## config.mk

```make
export PLATFORM = sky130hd
export DESIGN_NAME = cpu_regfile_seq_flat
export DESIGN_NICKNAME = d
export VERILOG_FILES = /design/src/rtl/cpu_regfile_seq_if.sv /design/src/rtl/cpu_regfile_seq.sv /design/src/flat_wrapper.sv
export SDC_FILE = /design/constraint.sdc
export NUM_CORES = 1
export LEC_CHECK = 0
export BUFFER_PORTS_ARGS = -buffer_cell sky130_fd_sc_hd__buf_2
export CAP_MARGIN = 20
export CORE_MARGIN = 4
export CORE_UTILIZATION = 65
export CTS_BUF_LIST = sky130_fd_sc_hd__clkbuf_8 sky130_fd_sc_hd__clkbuf_16
export DETAILED_ROUTE_END_ITERATION = 10
export PLACE_DENSITY = 0.88
export SLEW_MARGIN = 30
export SYNTH_ARGS = -nofsm -noshare
export SYNTH_HDL_FRONTEND = slang
export SYNTH_SLANG_ARGS = --single-unit
```

## constraint.sdc

```tcl
create_clock -name clk -period 8.3 [get_ports clk]
set_input_delay 1.66 -clock clk [delete_from_list [all_inputs] [get_ports clk]]
set_output_delay 1.66 -clock clk [all_outputs]
set_load 0.1 [all_outputs]
```

## src/rtl/cpu_regfile_seq_if.sv

```systemverilog
// cpu_regfile_seq_if: control/data bundle between cpu_control (master) and the register file sequencer (slave).
interface cpu_regfile_seq_if #(
    parameter int NUM_REGS = 14,
    parameter int DATA_W   = 8,
    parameter int T_PER_M  = 4
);
    localparam int TW = $clog2(T_PER_M);
    localparam int IW = $clog2(NUM_REGS);
    localparam int PW = $clog2(NUM_REGS / 2);
    logic              stall;
    logic [TW-1:0]     t_cycle;
    logic              m_commit;
    logic [IW-1:0]     rd1_idx, rd2_idx;
    logic [DATA_W-1:0] rd1_data, rd2_data;
    logic              wr_en;
    logic [IW-1:0]     wr_idx;
    logic [DATA_W-1:0] wr_data;
    logic [1:0]        inc_op;
    logic [PW-1:0]     inc_pair;
    logic [2*DATA_W-1:0] inc_in, inc_out;
    logic              pc_load_inc;
    logic              flag_we;
    logic [3:0]        flag_mask, flag_data, flags;
    logic [2*DATA_W-1:0] pc;
    modport master (
        output stall, rd1_idx, rd2_idx, wr_en, wr_idx, wr_data, inc_op, inc_pair,
               pc_load_inc, flag_we, flag_mask, flag_data,
        input  t_cycle, m_commit, rd1_data, rd2_data, inc_in, inc_out, flags, pc
    );
    modport slave (
        input  stall, rd1_idx, rd2_idx, wr_en, wr_idx, wr_data, inc_op, inc_pair,
               pc_load_inc, flag_we, flag_mask, flag_data,
        output t_cycle, m_commit, rd1_data, rd2_data, inc_in, inc_out, flags, pc
    );
endinterface

```

## src/rtl/cpu_regfile_seq.sv

```systemverilog
// cpu_regfile_seq: SM83-style register file, pair incrementer and T-cycle sequencer committing on the last phase.
// Define REGFILE_BYPASS_EN to forward same-cycle port/incrementer writes to the read ports.
module cpu_regfile_seq #(
    parameter int NUM_REGS = 14,
    parameter int DATA_W   = 8,
    parameter int T_PER_M  = 4,
    parameter int PC_PAIR  = 6,
    parameter int FLAG_REG = 6,
    parameter logic [2*DATA_W-1:0] PC_RESET = '0
) (
    input logic clk,
    input logic reset_n,
    cpu_regfile_seq_if.slave bus
);
    localparam int TW = $clog2(T_PER_M);
    localparam int IW = $clog2(NUM_REGS);
    localparam int PW = $clog2(NUM_REGS / 2);
    localparam int AW = 2 * DATA_W;
    localparam logic [DATA_W-1:0] FMASK = ~DATA_W'((1 << (DATA_W - 4)) - 1);
    logic [DATA_W-1:0] regs    [NUM_REGS];
    logic [DATA_W-1:0] nxt     [NUM_REGS];
    logic [DATA_W-1:0] fwd_val [NUM_REGS];
    logic              fwd_en  [NUM_REGS];
    logic [TW-1:0]     t;
    logic              last, commit, pair_ok, inc_wb;
    logic [AW-1:0]     inc_in, inc_out;
    logic [3:0]        f_new;
    logic [DATA_W-1:0] f_byte;
    logic [IW-1:0]     ridx [2];
    logic [DATA_W-1:0] rdat [2];
    assign last    = t == TW'(T_PER_M - 1);
    assign commit  = last && !bus.stall && reset_n;
    assign pair_ok = int'(bus.inc_pair) < NUM_REGS / 2;
    assign inc_in  = pair_ok ? {regs[{bus.inc_pair, 1'b0}], regs[{bus.inc_pair, 1'b1}]} : '0;
    assign inc_out = bus.inc_op == 2'd2 ? inc_in - AW'(1) : bus.inc_op == 2'd0 ? inc_in : inc_in + AW'(1);
    assign inc_wb  = pair_ok && (bus.inc_op == 2'd1 || bus.inc_op == 2'd2);
    assign f_new   = (bus.flag_mask & bus.flag_data) | (~bus.flag_mask & bus.flags);
    assign f_byte  = DATA_W'(f_new) << (DATA_W - 4);
    // PC load and pair writeback both carry inc_out, so they share one top-priority path
    for (genvar g = 0; g < NUM_REGS; g++) begin : g_reg
        localparam bit IS_PC = (g / 2) == PC_PAIR;
        logic              inc_hit, wr_hit;
        logic [DATA_W-1:0] raw;
        assign inc_hit    = (bus.pc_load_inc && IS_PC) || (inc_wb && bus.inc_pair == PW'(g / 2));
        assign wr_hit     = bus.wr_en && bus.wr_idx == IW'(g);
        assign raw        = inc_hit ? ((g % 2 == 0) ? inc_out[AW-1 -: DATA_W] : inc_out[DATA_W-1:0]) : bus.wr_data;
        assign fwd_en[g]  = inc_hit || wr_hit;
        assign fwd_val[g] = (g == FLAG_REG) ? raw & FMASK : raw;
        assign nxt[g]     = fwd_en[g] ? fwd_val[g] : (bus.flag_we && g == FLAG_REG) ? f_byte : regs[g];
    end
    always_ff @(posedge clk or negedge reset_n) begin
        if (!reset_n) begin
            t <= '0;
            for (int i = 0; i < NUM_REGS; i++)
                regs[i] <= (i == 2 * PC_PAIR) ? PC_RESET[AW-1 -: DATA_W] :
                           (i == 2 * PC_PAIR + 1) ? PC_RESET[DATA_W-1:0] : '0;
        end else begin
            if (!bus.stall) t <= last ? '0 : t + TW'(1);
            if (commit)
                for (int i = 0; i < NUM_REGS; i++) regs[i] <= nxt[i];
        end
    end
    assign ridx[0] = bus.rd1_idx;
    assign ridx[1] = bus.rd2_idx;
    for (genvar r = 0; r < 2; r++) begin : g_rd
`ifdef REGFILE_BYPASS_EN
        assign rdat[r] = int'(ridx[r]) >= NUM_REGS ? '0 : fwd_en[ridx[r]] ? fwd_val[ridx[r]] : regs[ridx[r]];
`else
        assign rdat[r] = int'(ridx[r]) >= NUM_REGS ? '0 : regs[ridx[r]];
`endif
    end
    assign bus.rd1_data = rdat[0];
    assign bus.rd2_data = rdat[1];
    assign bus.t_cycle  = t;
    assign bus.m_commit = commit;
    assign bus.inc_in   = inc_in;
    assign bus.inc_out  = inc_out;
    assign bus.flags    = regs[FLAG_REG][DATA_W-1 -: 4];
    assign bus.pc       = {regs[2*PC_PAIR], regs[2*PC_PAIR+1]};
endmodule

```

## src/flat_wrapper.sv

```systemverilog
// flat-port wrapper written by rule: the top's interface ports become plain ports
module cpu_regfile_seq_flat 
#(
    parameter int NUM_REGS = 14,
    parameter int DATA_W   = 8,
    parameter int T_PER_M  = 4,
    parameter int PC_PAIR  = 6,
    parameter int FLAG_REG = 6,
    parameter logic [2*DATA_W-1:0] PC_RESET = '0
)
  (clk, reset_n, bus_stall, bus_rd1_idx, bus_rd2_idx, bus_wr_en, bus_wr_idx, bus_wr_data, bus_inc_op, bus_inc_pair, bus_pc_load_inc, bus_flag_we, bus_flag_mask, bus_flag_data, bus_t_cycle, bus_m_commit, bus_rd1_data, bus_rd2_data, bus_inc_in, bus_inc_out, bus_flags, bus_pc);
  cpu_regfile_seq_if #(.NUM_REGS(NUM_REGS), .DATA_W(DATA_W), .T_PER_M(T_PER_M)) bus_i ();
  input logic clk;
  input logic reset_n;
  input wire logic [$bits(bus_i.stall)-1:0] bus_stall;
  input wire logic [$bits(bus_i.rd1_idx)-1:0] bus_rd1_idx;
  input wire logic [$bits(bus_i.rd2_idx)-1:0] bus_rd2_idx;
  input wire logic [$bits(bus_i.wr_en)-1:0] bus_wr_en;
  input wire logic [$bits(bus_i.wr_idx)-1:0] bus_wr_idx;
  input wire logic [$bits(bus_i.wr_data)-1:0] bus_wr_data;
  input wire logic [$bits(bus_i.inc_op)-1:0] bus_inc_op;
  input wire logic [$bits(bus_i.inc_pair)-1:0] bus_inc_pair;
  input wire logic [$bits(bus_i.pc_load_inc)-1:0] bus_pc_load_inc;
  input wire logic [$bits(bus_i.flag_we)-1:0] bus_flag_we;
  input wire logic [$bits(bus_i.flag_mask)-1:0] bus_flag_mask;
  input wire logic [$bits(bus_i.flag_data)-1:0] bus_flag_data;
  output wire logic [$bits(bus_i.t_cycle)-1:0] bus_t_cycle;
  output wire logic [$bits(bus_i.m_commit)-1:0] bus_m_commit;
  output wire logic [$bits(bus_i.rd1_data)-1:0] bus_rd1_data;
  output wire logic [$bits(bus_i.rd2_data)-1:0] bus_rd2_data;
  output wire logic [$bits(bus_i.inc_in)-1:0] bus_inc_in;
  output wire logic [$bits(bus_i.inc_out)-1:0] bus_inc_out;
  output wire logic [$bits(bus_i.flags)-1:0] bus_flags;
  output wire logic [$bits(bus_i.pc)-1:0] bus_pc;
  assign bus_i.stall = bus_stall;
  assign bus_i.rd1_idx = bus_rd1_idx;
  assign bus_i.rd2_idx = bus_rd2_idx;
  assign bus_i.wr_en = bus_wr_en;
  assign bus_i.wr_idx = bus_wr_idx;
  assign bus_i.wr_data = bus_wr_data;
  assign bus_i.inc_op = bus_inc_op;
  assign bus_i.inc_pair = bus_inc_pair;
  assign bus_i.pc_load_inc = bus_pc_load_inc;
  assign bus_i.flag_we = bus_flag_we;
  assign bus_i.flag_mask = bus_flag_mask;
  assign bus_i.flag_data = bus_flag_data;
  assign bus_t_cycle = bus_i.t_cycle;
  assign bus_m_commit = bus_i.m_commit;
  assign bus_rd1_data = bus_i.rd1_data;
  assign bus_rd2_data = bus_i.rd2_data;
  assign bus_inc_in = bus_i.inc_in;
  assign bus_inc_out = bus_i.inc_out;
  assign bus_flags = bus_i.flags;
  assign bus_pc = bus_i.pc;
  cpu_regfile_seq #(.NUM_REGS(NUM_REGS), .DATA_W(DATA_W), .T_PER_M(T_PER_M), .PC_PAIR(PC_PAIR), .FLAG_REG(FLAG_REG), .PC_RESET(PC_RESET)) u_core (.clk(clk), .reset_n(reset_n), .bus(bus_i));
endmodule
```

* Word-level counts from Yosys, hierarchy flattened
Cells that the tools add are included.
** Word-level totals
- Input bits :: 39
- Register bits after elaboration :: 114
- Output and inout port bits :: 71
- Word-level logic and storage cells :: 148
** Cells by class
- Reduce and logical (&&, ||, !) cells :: 59
- Equal/unequal tests :: 22
- $lt $le $gt $ge :: 7
- Mux-type cells :: 34
- Bitwise operators :: 8
- $add $sub $neg :: 3
** Operator list (count)
- $mux 8 :: 26
- $bmux 8 s4 :: 4
- $mux 16 :: 3
- $reduce_and 2->1 :: 14
- $eq 4x4->1 const B :: 6
- $logic_and 1x1->1 :: 24
- $ge 5x5->1 const B :: 4
- $not 4->5 :: 4
- $add 16x1->16 const B :: 1
- $eq 4x3->1 const B :: 4
- $logic_or 1x1->1 :: 16
- $sub 16x1->16 const B :: 1
- $eq 3x3->1 const B :: 3
- $and 4x4->4 :: 2
- $eq 4x2->1 const B :: 2
- $ge 4x4->1 const B :: 2
- $eq 3x2->1 const B :: 2
- $eq 2x2->1 const B :: 2
- $eq 4x1->1 const B :: 1
- $logic_not 4->1 :: 1
- $not 4->4 :: 1
- $or 4x4->4 :: 1
- $eq 3x1->1 const B :: 1
- $logic_not 3->1 :: 1
- other kinds (7) :: 7

* Longest topological paths before layout
Gate-level depths: netlist (run 1).
- Depth after elaboration :: 10
- Gate-level depth with buffers :: 16
- Depth with buffers taken out :: 12

* Worst setup path before layout (run 1)
Ideal clock, no wire load.
- Path type :: input -> output
- Start point :: in bus_inc_pair[1]
- End point :: out bus_inc_out[6]
- Stages on the path :: 13
- Arrival time :: 5.782 ns
- Setup slack :: 0.858 ns
- Path through :: buf_6 -> buf_6 -> buf_12 -> mux2i_1 -> a22oi_1 -> o21ai_1 -> inv_1 -> ha_1 -> nand2b_1 -> or2_2 -> nor2_1 -> a21oi_1 -> xnor2_1
** Between the ends
- Cells in the longest elaborated chain, start to end :: 8
- Elaborated cells on any way between the ends :: 10
- Those cells by class :: 2 x add/sub; 1 x order compare; 6 x mux; 1 x bitwise
** RTL lines
- from (decl) :: line flat_wrapper.sv:22 : input wire logic [$bits(bus_i.inc_pair)-1:0] bus_inc_pair;
- $not 4->5 (not written as such) :: line cpu_regfile_seq.sv:34 : assign inc_in = pair_ok ? {regs[{bus.inc_pair, 1'b0}], regs[{bus.inc_pair, 1'b1}]} : '0;
- $bmux 8 s4 :: line cpu_regfile_seq.sv:34
- $mux 8 (not written as such) (2 in series) :: line cpu_regfile_seq.sv:34
- $mux 16 * :: line cpu_regfile_seq.sv:34
- named net bus_inc_in[1] :: line flat_wrapper.sv:31 : output wire logic [$bits(bus_i.inc_in)-1:0] bus_inc_in;
- $add 16x1->16 :: line cpu_regfile_seq.sv:35 : assign inc_out = bus.inc_op == 2'd2 ? inc_in - AW'(1) : bus.inc_op == 2'd0 ? inc_in : inc_in + AW'(1);
- $mux 16 :: line cpu_regfile_seq.sv:35
- $mux 16 * :: line cpu_regfile_seq.sv:35
- to (decl) :: line flat_wrapper.sv:32 : output wire logic [$bits(bus_i.inc_out)-1:0] bus_inc_out;
Mark *: on every way through the listed nets, which the timed path passes. The rest lies on a longest branch. The select of a mux whose other input is x is not followed.

* Worst setup path in the final report (run 1)
- Start point :: in bus_inc_pair[1]
- End point :: out bus_inc_out[14]
** Between the ends
- Cells in the longest elaborated chain, start to end :: 8
- Elaborated cells on any way between the ends :: 14
- Those cells by class :: 2 x add/sub; 1 x order compare; 9 x mux; 2 x bitwise
** RTL lines (line)
- $not 4->5 (not written as such) :: cpu_regfile_seq.sv:34
- $bmux 8 s4 :: cpu_regfile_seq.sv:34
- $mux 8 (not written as such) (2 in series) :: cpu_regfile_seq.sv:34
- $mux 16 * :: cpu_regfile_seq.sv:34
- $add 16x1->16 :: cpu_regfile_seq.sv:35
- $mux 16 :: cpu_regfile_seq.sv:35
- $mux 16 * :: cpu_regfile_seq.sv:35
Every way passes the cells marked *; elsewhere a longest branch is shown, timed or not. The select of a mux whose other input is x is not followed.

==> results of run 1 <==
routing by layer:
metal  part of all wire [%]  track usage [%]  routed length [µm]
met5                      0                0                   0
met1                     36            54.27               11920
met2                     45            62.26               14850
met4                    6.3            23.78                2103
met3                     13            8.500                4382
registers in the layout (all words and copies together) (netlist names), named ones only:
register and count:
u_core.bus.t_cycle 2, u_core.regs 88, u_core.bus.pc 16
cells by family (layout without fill, tap and decap cells):
group	Yosys count	count (layout)	synth area share, %
XOR/XNOR	14	14	1.309
buffers and inverters	164	206	8.239
AND/OR/NAND/NOR	357	357	18.53
multiplexers	144	144	22.01
AO/OA/AOI/OAI	292	292	19.87
adder cells (fa/ha/maj)	5	5	0.6676
flip-flops	110	110	29.38
cell usage after synthesis (19+ instances only):
| cell | instances | area (µm²) |
|---|---|---|
| nand2_1 | 120 | 450.4 |
| dfrtp_1 | 110 | 2753 |
| o21ai_0 | 84 | 420.4 |
| mux2i_1 | 71 | 710.7 |
| nor2_1 | 66 | 247.7 |
| clkbuf_1 | 59 | 221.5 |
| a21oi_1 | 53 | 265.3 |
| inv_1 | 52 | 195.2 |
| mux4_2 | 47 | 1059 |
| nand3_1 | 34 | 170.2 |
| nor3_1 | 30 | 150.1 |
| buf_4 | 26 | 195.2 |
| mux2_2 | 24 | 270.3 |
| o22ai_1 | 23 | 143.9 |
| and3_1 | 22 | 137.6 |
| a31oi_1 | 19 | 118.9 |
power by group:
part	leakage, nW	internal (mW)	switching (mW)
Sequential	1.45	0.730	0.266
Clock	0.152	0.242	0.216
Combinational	3.01	0.548	1.44
stage by stage:
stage	worst slack [ns]	std cells	power [mW]	cell area (µm²)
floorplan	0.8583	1086	2.571	9370
global placement	1.248	1291	2.911	9786
detailed placement	1.175	1291	2.950	9786
CTS	1.095	1307	3.405	10090
global route	0.7676	1308	3.575	10100
finish	0.9959	1308	3.445	10100
worst max-delay path by stage:
stage	endpoint	slack (ns)	cells after the start
after floorplan	bus_inc_out[6]	0.86	13
after global placement	bus_inc_out[14]	1.25	13
after detailed placement	bus_inc_out[14]	1.18	13
after CTS	bus_inc_out[14]	1.10	13
after global routing	bus_inc_out[14]	0.77	13
final	bus_inc_out[14]	1.0	13
area by class of cell:
cell class                 count  area, µm²
inverter                      53      198.9
clock inverter                 6      62.56
multi-input combinational    812       5858
sequential                   110       2753
fill                        1129       3887
clock buffer                  10      239.0
timing repair buffer         137      764.5
tap                          180      225.2
critical path: stages:
cell and delay, ns:
buf_2 0.72, buf_4 0.45, mux2i_1 0.24, o2bb2ai_1 0.09, o21ai_1 0.31, ha_1 0.21, nand2_1 0.06, a21oi_1 0.28
and4_1 0.30, nand4_1 0.15, a21o_1 0.39, xnor2_1 0.28, buf_2 0.47
==> flow_results.xml, run 1 <==
<?xml version="1.0" encoding="UTF-8"?>
<metrics>
  <group name="min_path">
    <metric name="worstHoldStart" unit="">u_core.bus.t_cycle[0]</metric>
    <metric name="min-delay-path-class" unit="">reg2reg</metric>
    <metric name="min_delay_path_depth" unit="">1</metric>
    <metric name="hold_end" unit="">u_core.bus.t_cycle[0]</metric>
  </group>
  <group name="cts">
    <metric name="cts_resized" unit="">0</metric>
    <metric name="post_cts.repair.setup_buffers" unit="">0</metric>
    <metric name="clkSlewWorstSetupHoldPaths" unit="ns">0.08</metric>
    <metric name="clock_tree.buffer_depth" unit="">2</metric>
    <metric name="root_buffer" unit="">clkbuf_16</metric>
    <metric name="holdBufCountCts" unit="">0</metric>
    <metric name="clkLatencyLatePin" unit="ns">0.37</metric>
    <metric name="cts-buffers-inserted" unit="">9</metric>
    <metric name="clock_tree.htree_level_count" unit="">3</metric>
    <metric name="clock_sink_count" unit="">110</metric>
    <metric name="tritoncts" unit="">built</metric>
  </group>
  <group name="critical_path">
    <metric name="critical_path_origin" unit="">bus_inc_pair[1]</metric>
    <metric name="crit_fanout" unit="">35</metric>
    <metric name="reg2reg_slack" unit="ns">4.86</metric>
    <metric name="worst_setup_path_start_kind" unit="">primary input</metric>
    <metric name="worst_r2r_endpoint" unit="">u_core.bus.pc[12]</metric>
    <metric name="worst-r2r-cell-count" unit="">11</metric>
    <metric name="critPathRequiredTime" unit="ns">6.64</metric>
    <metric name="worstSetupEndpointType" unit="">primary output</metric>
    <metric name="crit_type" unit="">in2out</metric>
    <metric name="r2r_startpoint" unit="">u_core.bus.pc[0]</metric>
    <metric name="worstPathArrival" unit="ns">5.64</metric>
  </group>
  <group name="sta">
    <metric name="finalCriticalPeriod" unit="ns">7.304</metric>
    <metric name="maxSlewViolCount" unit="">0</metric>
    <metric name="rsz_0062_raised_after_global_routing" unit="">false</metric>
    <metric name="setup_viol" unit="">0</metric>
    <metric name="timing.final.crit_share" unit="%">88.00</metric>
    <metric name="skew" unit="ns">0.005448</metric>
    <metric name="clock.fmax" unit="MHz">136.9</metric>
    <metric name="hold_violations" unit="">0</metric>
    <metric name="relSlewSlack" unit="%">34.25</metric>
    <metric name="worst_slew_pin_slew" unit="ns">0.9862</metric>
    <metric name="final.hold.worst_slack" unit="ns">0.5331</metric>
    <metric name="setup_total_negative_slack" unit="ns">0</metric>
  </group>
  <group name="global_route">
    <metric name="grt_pass1_vias" unit="">9073</metric>
    <metric name="grtUsageTotal" unit="%">40.88</metric>
    <metric name="grt_antenna_before_repair" unit="">0</metric>
    <metric name="grt_start_max_net_pins" unit="">59</metric>
    <metric name="grt-ovfl-total" unit="">0</metric>
    <metric name="grt_pass1_wl" unit="µm">50680</metric>
  </group>
  <group name="logic_synthesis">
    <metric name="seq_area_frac_synth" unit="%">29.38</metric>
    <metric name="syn_nets" unit="">1130</metric>
    <metric name="asyncSetResetFlopFracSynth" unit="%">100.0</metric>
    <metric name="yosys_most_used_dff" unit="">dfrtp_1</metric>
    <metric name="number_of_enable_type_register_cells_in_the_synthesized_netlist" unit="">0</metric>
    <metric name="yosysWarnings" unit="">0</metric>
    <metric name="synthCells" unit="">1086</metric>
    <metric name="synth.ff_latch_count" unit="">110</metric>
    <metric name="avgSynthCellArea" unit="µm²">8.628</metric>
    <metric name="synthesized_cell_area" unit="mm²">0.009370</metric>
    <metric name="ys_types" unit="">73</metric>
  </group>
  <group name="cells_and_area">
    <metric name="layout-drive-gt1-share" unit="%">21.72</metric>
    <metric name="finalNetCount" unit="">1167</metric>
    <metric name="antennaDiodeCount" unit="">0</metric>
    <metric name="layout.cells.most_common" unit="">nand2_1</metric>
    <metric name="finalCoreUtilization" unit="%">72.21</metric>
    <metric name="most_frequent_cells_in_the_layout" unit="">nand2_1, dfrtp_1, buf_2, o21ai_0, mux2i_1</metric>
    <metric name="area.growth.synth_to_final" unit="%">7.798</metric>
  </group>
  <group name="status">
    <metric name="run_status" unit="">complete, no violations</metric>
  </group>
  <group name="drt">
    <metric name="routed-via-count" unit="">9551</metric>
    <metric name="drt-wirelength-per-cell" unit="µm">25.43</metric>
    <metric name="vias_per_cell" unit="">7.302</metric>
    <metric name="detail_route.wirelength" unit="µm">33260</metric>
    <metric name="drc_errors" unit="">0</metric>
    <metric name="dr.first_iter.drc_count" unit="">1495</metric>
    <metric name="detail_route.first_pass.iterations" unit="">8</metric>
    <metric name="drt.antenna.violating_nets" unit="">0</metric>
  </group>
  <group name="floorplan">
    <metric name="ios" unit="">110</metric>
    <metric name="fp.dieH" unit="µm">128.1</metric>
    <metric name="die_width" unit="µm">128.1</metric>
    <metric name="die_area" unit="mm²">0.01640</metric>
    <metric name="floorplan.core_area" unit="mm²">0.01399</metric>
    <metric name="row_count" unit="">43</metric>
    <metric name="floorplan.initialDensity" unit="%">66.99</metric>
  </group>
  <group name="power">
    <metric name="p_leak" unit="nW">4.617</metric>
    <metric name="power_per_cell_area" unit="mW/mm²">341.1</metric>
    <metric name="power.ir.vdd_worst" unit="V">0.0002953</metric>
  </group>
  <group name="flow_run">
    <metric name="cap_violations" unit="">0</metric>
  </group>
  <group name="placement">
    <metric name="globalplace.congestion" unit="">1.040</metric>
    <metric name="detailedPlacementHpwl" unit="µm">23700</metric>
    <metric name="port_buffers" unit="">109</metric>
  </group>
</metrics>
Note: power is estimated with default switching activity, not from simulation.
==> run 2: changes to the inputs <==
ABC_AREA = 1   (was default)
CTS_CLUSTER_DIAMETER = 80   (was default)
==> run 2 against run 1 <==
Net effect:
- critical path type unchanged
- area after synthesis fell by 3.3%
- via count up 16%
- critical endpoint is now bus_inc_out[4]
- sequential share of layout area up 0.98 points
==> flow_results.xml, run 2 <==
<?xml version="1.0" encoding="UTF-8"?>
<metrics>
  <group name="cells_and_area">
    <metric name="regMostFlops" unit="">u_core.regs</metric>
    <metric name="largest_register_ff_count" unit="">88</metric>
    <metric name="antennaDiodeCount" unit="">0</metric>
    <metric name="finalNetCount" unit="">1590</metric>
    <metric name="layout.cells.most_common" unit="">nand2_1</metric>
    <metric name="design_area" unit="mm²">0.009751</metric>
    <metric name="layout-drive-gt1-share" unit="%">10.65</metric>
    <metric name="layout.cells.non_filler" unit="">1726</metric>
    <metric name="finalCoreUtilization" unit="%">72.48</metric>
    <metric name="most_frequent_cells_in_the_layout" unit="">nand2_1, nor2_1, o21ai_0, a21oi_1, inv_1</metric>
    <metric name="area.growth.synth_to_final" unit="%">7.638</metric>
  </group>
  <group name="sta">
    <metric name="final.hold.worst_slack" unit="ns">0.5239</metric>
    <metric name="setup_total_negative_slack" unit="ns">0</metric>
    <metric name="setup_slack" unit="ns">1.493</metric>
    <metric name="clock.fmax" unit="MHz">146.9</metric>
    <metric name="relSlewSlack" unit="%">36.82</metric>
    <metric name="maxSlewViolCount" unit="">0</metric>
    <metric name="timing.final.crit_share" unit="%">82.02</metric>
    <metric name="finalCriticalPeriod" unit="ns">6.807</metric>
    <metric name="worst_slew_pin_slew" unit="ns">0.9414</metric>
    <metric name="setup_viol" unit="">0</metric>
    <metric name="hold_violations" unit="">0</metric>
    <metric name="skew" unit="ns">0.009567</metric>
    <metric name="rsz_0062_raised_after_global_routing" unit="">false</metric>
  </group>
  <group name="drt">
    <metric name="drc_errors" unit="">0</metric>
    <metric name="top_layer" unit="">met4</metric>
    <metric name="routedLengthMet1" unit="µm">12640</metric>
    <metric name="drt.antenna.violating_nets" unit="">0</metric>
    <metric name="routed-via-count" unit="">11050</metric>
    <metric name="route.met3.wl" unit="µm">6581</metric>
    <metric name="drt-wirelength-per-cell" unit="µm">20.67</metric>
    <metric name="detail_route.wirelength" unit="µm">35680</metric>
    <metric name="detail_route.first_pass.iterations" unit="">8</metric>
    <metric name="dr.first_iter.drc_count" unit="">1819</metric>
    <metric name="met2_wirelength" unit="µm">14400</metric>
    <metric name="vias_per_cell" unit="">6.404</metric>
  </group>
  <group name="floorplan">
    <metric name="floorplan.core_area" unit="mm²">0.01345</metric>
    <metric name="die_area" unit="mm²">0.01589</metric>
    <metric name="die_width" unit="µm">126.1</metric>
    <metric name="floorplan.initialDensity" unit="%">67.34</metric>
    <metric name="ios" unit="">110</metric>
    <metric name="row_count" unit="">42</metric>
    <metric name="fp.dieH" unit="µm">126.1</metric>
  </group>
  <group name="logic_synthesis">
    <metric name="synth_top_cells_by_count" unit="">nand2_1, nor2_1, o21ai_0</metric>
    <metric name="synth.top_cell.area_share" unit="%">30.39</metric>
    <metric name="number_of_enable_type_register_cells_in_the_synthesized_netlist" unit="">0</metric>
    <metric name="yosysMostFrequentCell" unit="">nand2_1</metric>
    <metric name="synth.top_cells.by_area" unit="">dfrtp_1, nand2_1, nor2_1</metric>
    <metric name="asyncSetResetFlopFracSynth" unit="%">100.0</metric>
    <metric name="synth.ff_latch_count" unit="">110</metric>
    <metric name="synth_largest_area_cell" unit="">dfrtp_1</metric>
    <metric name="yosys_most_used_dff" unit="">dfrtp_1</metric>
    <metric name="syn_nets" unit="">1553</metric>
    <metric name="synthesized_cell_area" unit="mm²">0.009059</metric>
    <metric name="avgSynthCellArea" unit="µm²">6.003</metric>
    <metric name="synthCells" unit="">1509</metric>
    <metric name="ys_types" unit="">38</metric>
    <metric name="yosysWarnings" unit="">0</metric>
    <metric name="seq_area_frac_synth" unit="%">30.39</metric>
  </group>
  <group name="cts">
    <metric name="cts_resized" unit="">0</metric>
    <metric name="clock_sink_count" unit="">110</metric>
    <metric name="cts-buffers-inserted" unit="">9</metric>
    <metric name="clock_tree.htree_level_count" unit="">3</metric>
    <metric name="clkSlewWorstSetupHoldPaths" unit="ns">0.08</metric>
    <metric name="post_cts.repair.setup_buffers" unit="">0</metric>
    <metric name="root_buffer" unit="">clkbuf_16</metric>
    <metric name="clock_tree.buffer_depth" unit="">2</metric>
    <metric name="holdBufCountCts" unit="">0</metric>
    <metric name="tritoncts" unit="">built</metric>
    <metric name="clkLatencyLatePin" unit="ns">0.35</metric>
  </group>
  <group name="critical_path">
    <metric name="worst_r2r_endpoint" unit="">u_core.regs[84]</metric>
    <metric name="worst-r2r-cell-count" unit="">15</metric>
    <metric name="worstPathArrival" unit="ns">5.15</metric>
    <metric name="critPathRequiredTime" unit="ns">6.64</metric>
    <metric name="worst_setup_path_start_kind" unit="">primary input</metric>
    <metric name="crit_type" unit="">in2out</metric>
    <metric name="r2r_startpoint" unit="">u_core.regs[48]</metric>
    <metric name="worstSetupEndpointType" unit="">primary output</metric>
    <metric name="crit_fanout" unit="">34</metric>
    <metric name="reg2reg_slack" unit="ns">5.28</metric>
  </group>
  <group name="global_route">
    <metric name="grt_antenna_before_repair" unit="">0</metric>
    <metric name="grt-ovfl-total" unit="">0</metric>
    <metric name="grtUsageTotal" unit="%">43.94</metric>
    <metric name="grt_start_max_net_pins" unit="">85</metric>
    <metric name="grt_pass1_vias" unit="">9715</metric>
    <metric name="grt_pass1_wl" unit="µm">54620</metric>
  </group>
  <group name="min_path">
    <metric name="worstHoldStart" unit="">u_core.regs[100]</metric>
    <metric name="hold_end" unit="">u_core.regs[100]</metric>
    <metric name="min-delay-path-class" unit="">reg2reg</metric>
    <metric name="min_delay_path_depth" unit="">2</metric>
  </group>
  <group name="power">
    <metric name="power.ir.vdd_worst" unit="V">0.0004006</metric>
    <metric name="pwr_total" unit="mW">3.799</metric>
    <metric name="power_per_cell_area" unit="mW/mm²">389.7</metric>
    <metric name="p_leak" unit="nW">4.776</metric>
  </group>
  <group name="placement">
    <metric name="port_buffers" unit="">109</metric>
    <metric name="globalplace.congestion" unit="">1.030</metric>
    <metric name="dp_worst_setup_slack" unit="ns">1.719</metric>
    <metric name="place_inst" unit="">1711</metric>
    <metric name="detailedPlacementHpwl" unit="µm">26430</metric>
    <metric name="place_area" unit="mm²">0.009454</metric>
  </group>
  <group name="status">
    <metric name="run_status" unit="">complete, no violations</metric>
  </group>
  <group name="flow_run">
    <metric name="cap_violations" unit="">0</metric>
  </group>
</metrics>
## run 2: cell types whose count changed after synthesis, moves of 22 or more
cell and delta:
a21oi_1 +107, and3_1 -22, inv_1 +62, mux2_2 -24
mux2i_1 -71, mux4_2 -47, nand2_1 +274, nand3_1 +58
nor2_1 +181, nor3_1 -24, o21ai_0 +91
## run 2: worst max path at each step
stage | slack (ns) | cells past startpoint | end | from
global route | 1.28 | 15 | bus_inc_out[6] | bus_inc_pair[0]
detailed placement | 1.72 | 15 | bus_inc_out[6] | bus_inc_pair[0]
floorplan | 1.36 | 9 | bus_inc_out[2] | bus_inc_pair[0]
global placement | 1.77 | 15 | bus_inc_out[6] | bus_inc_pair[0]
finish | 1.49 | 15 | bus_inc_out[4] | bus_inc_pair[0]
CTS | 1.72 | 15 | bus_inc_out[6] | bus_inc_pair[0]
## run 2: cell type report
class / count / area, µm²
Multi-Input combinational cell: 1181 / 5381
Fill cell: 1183 / 3702
Sequential cell: 110 / 2753
Timing Repair Buffer: 121 / 638.1
Inverter: 123 / 461.7
Clock buffer: 9 / 225.2
Tap cell: 176 / 220.2
Clock inverter: 6 / 71.32
## run 2: worst max-delay path, cell delays in order
cell and delay, ns:
buf_2 0.46, inv_2 0.22, nor2_2 0.60, nand2_1 0.11
nand3_1 0.11, nand2_1 0.07, nand2_2 0.16, inv_1 0.08
ha_1 0.19, nand3_1 0.09, nor2_1 0.07, nand2_1 0.08
o21ai_1 0.10, xor2_2 0.56, buf_2 0.55
## run 2: where the power goes
group / internal [mW] / switching (mW)
logic: 0.423 / 1.77
registers: 0.775 / 0.391
clock network: 0.236 / 0.206
total: 1.43 / 2.36
## run 2: logic make-up after synthesis
logic type	count (synthesis)	share of synthesized area, %
AO/OA/AOI/OAI	404	23.65
XOR/XNOR	6	1.036
adder cells (fa/ha/maj)	5	0.6906
buffers and inverters	218	10.21
flip-flops	110	30.39
AND/OR/NAND/NOR	766	34.03
## run 2: routing by layer
metal | global-route usage [%] | vias up
met5 | 0 | -
met3 | 18.25 | 171
met2 | 60.50 | 968
met1 | 60.29 | 4914
met4 | 19.81 | 0
li1 | - | 5001
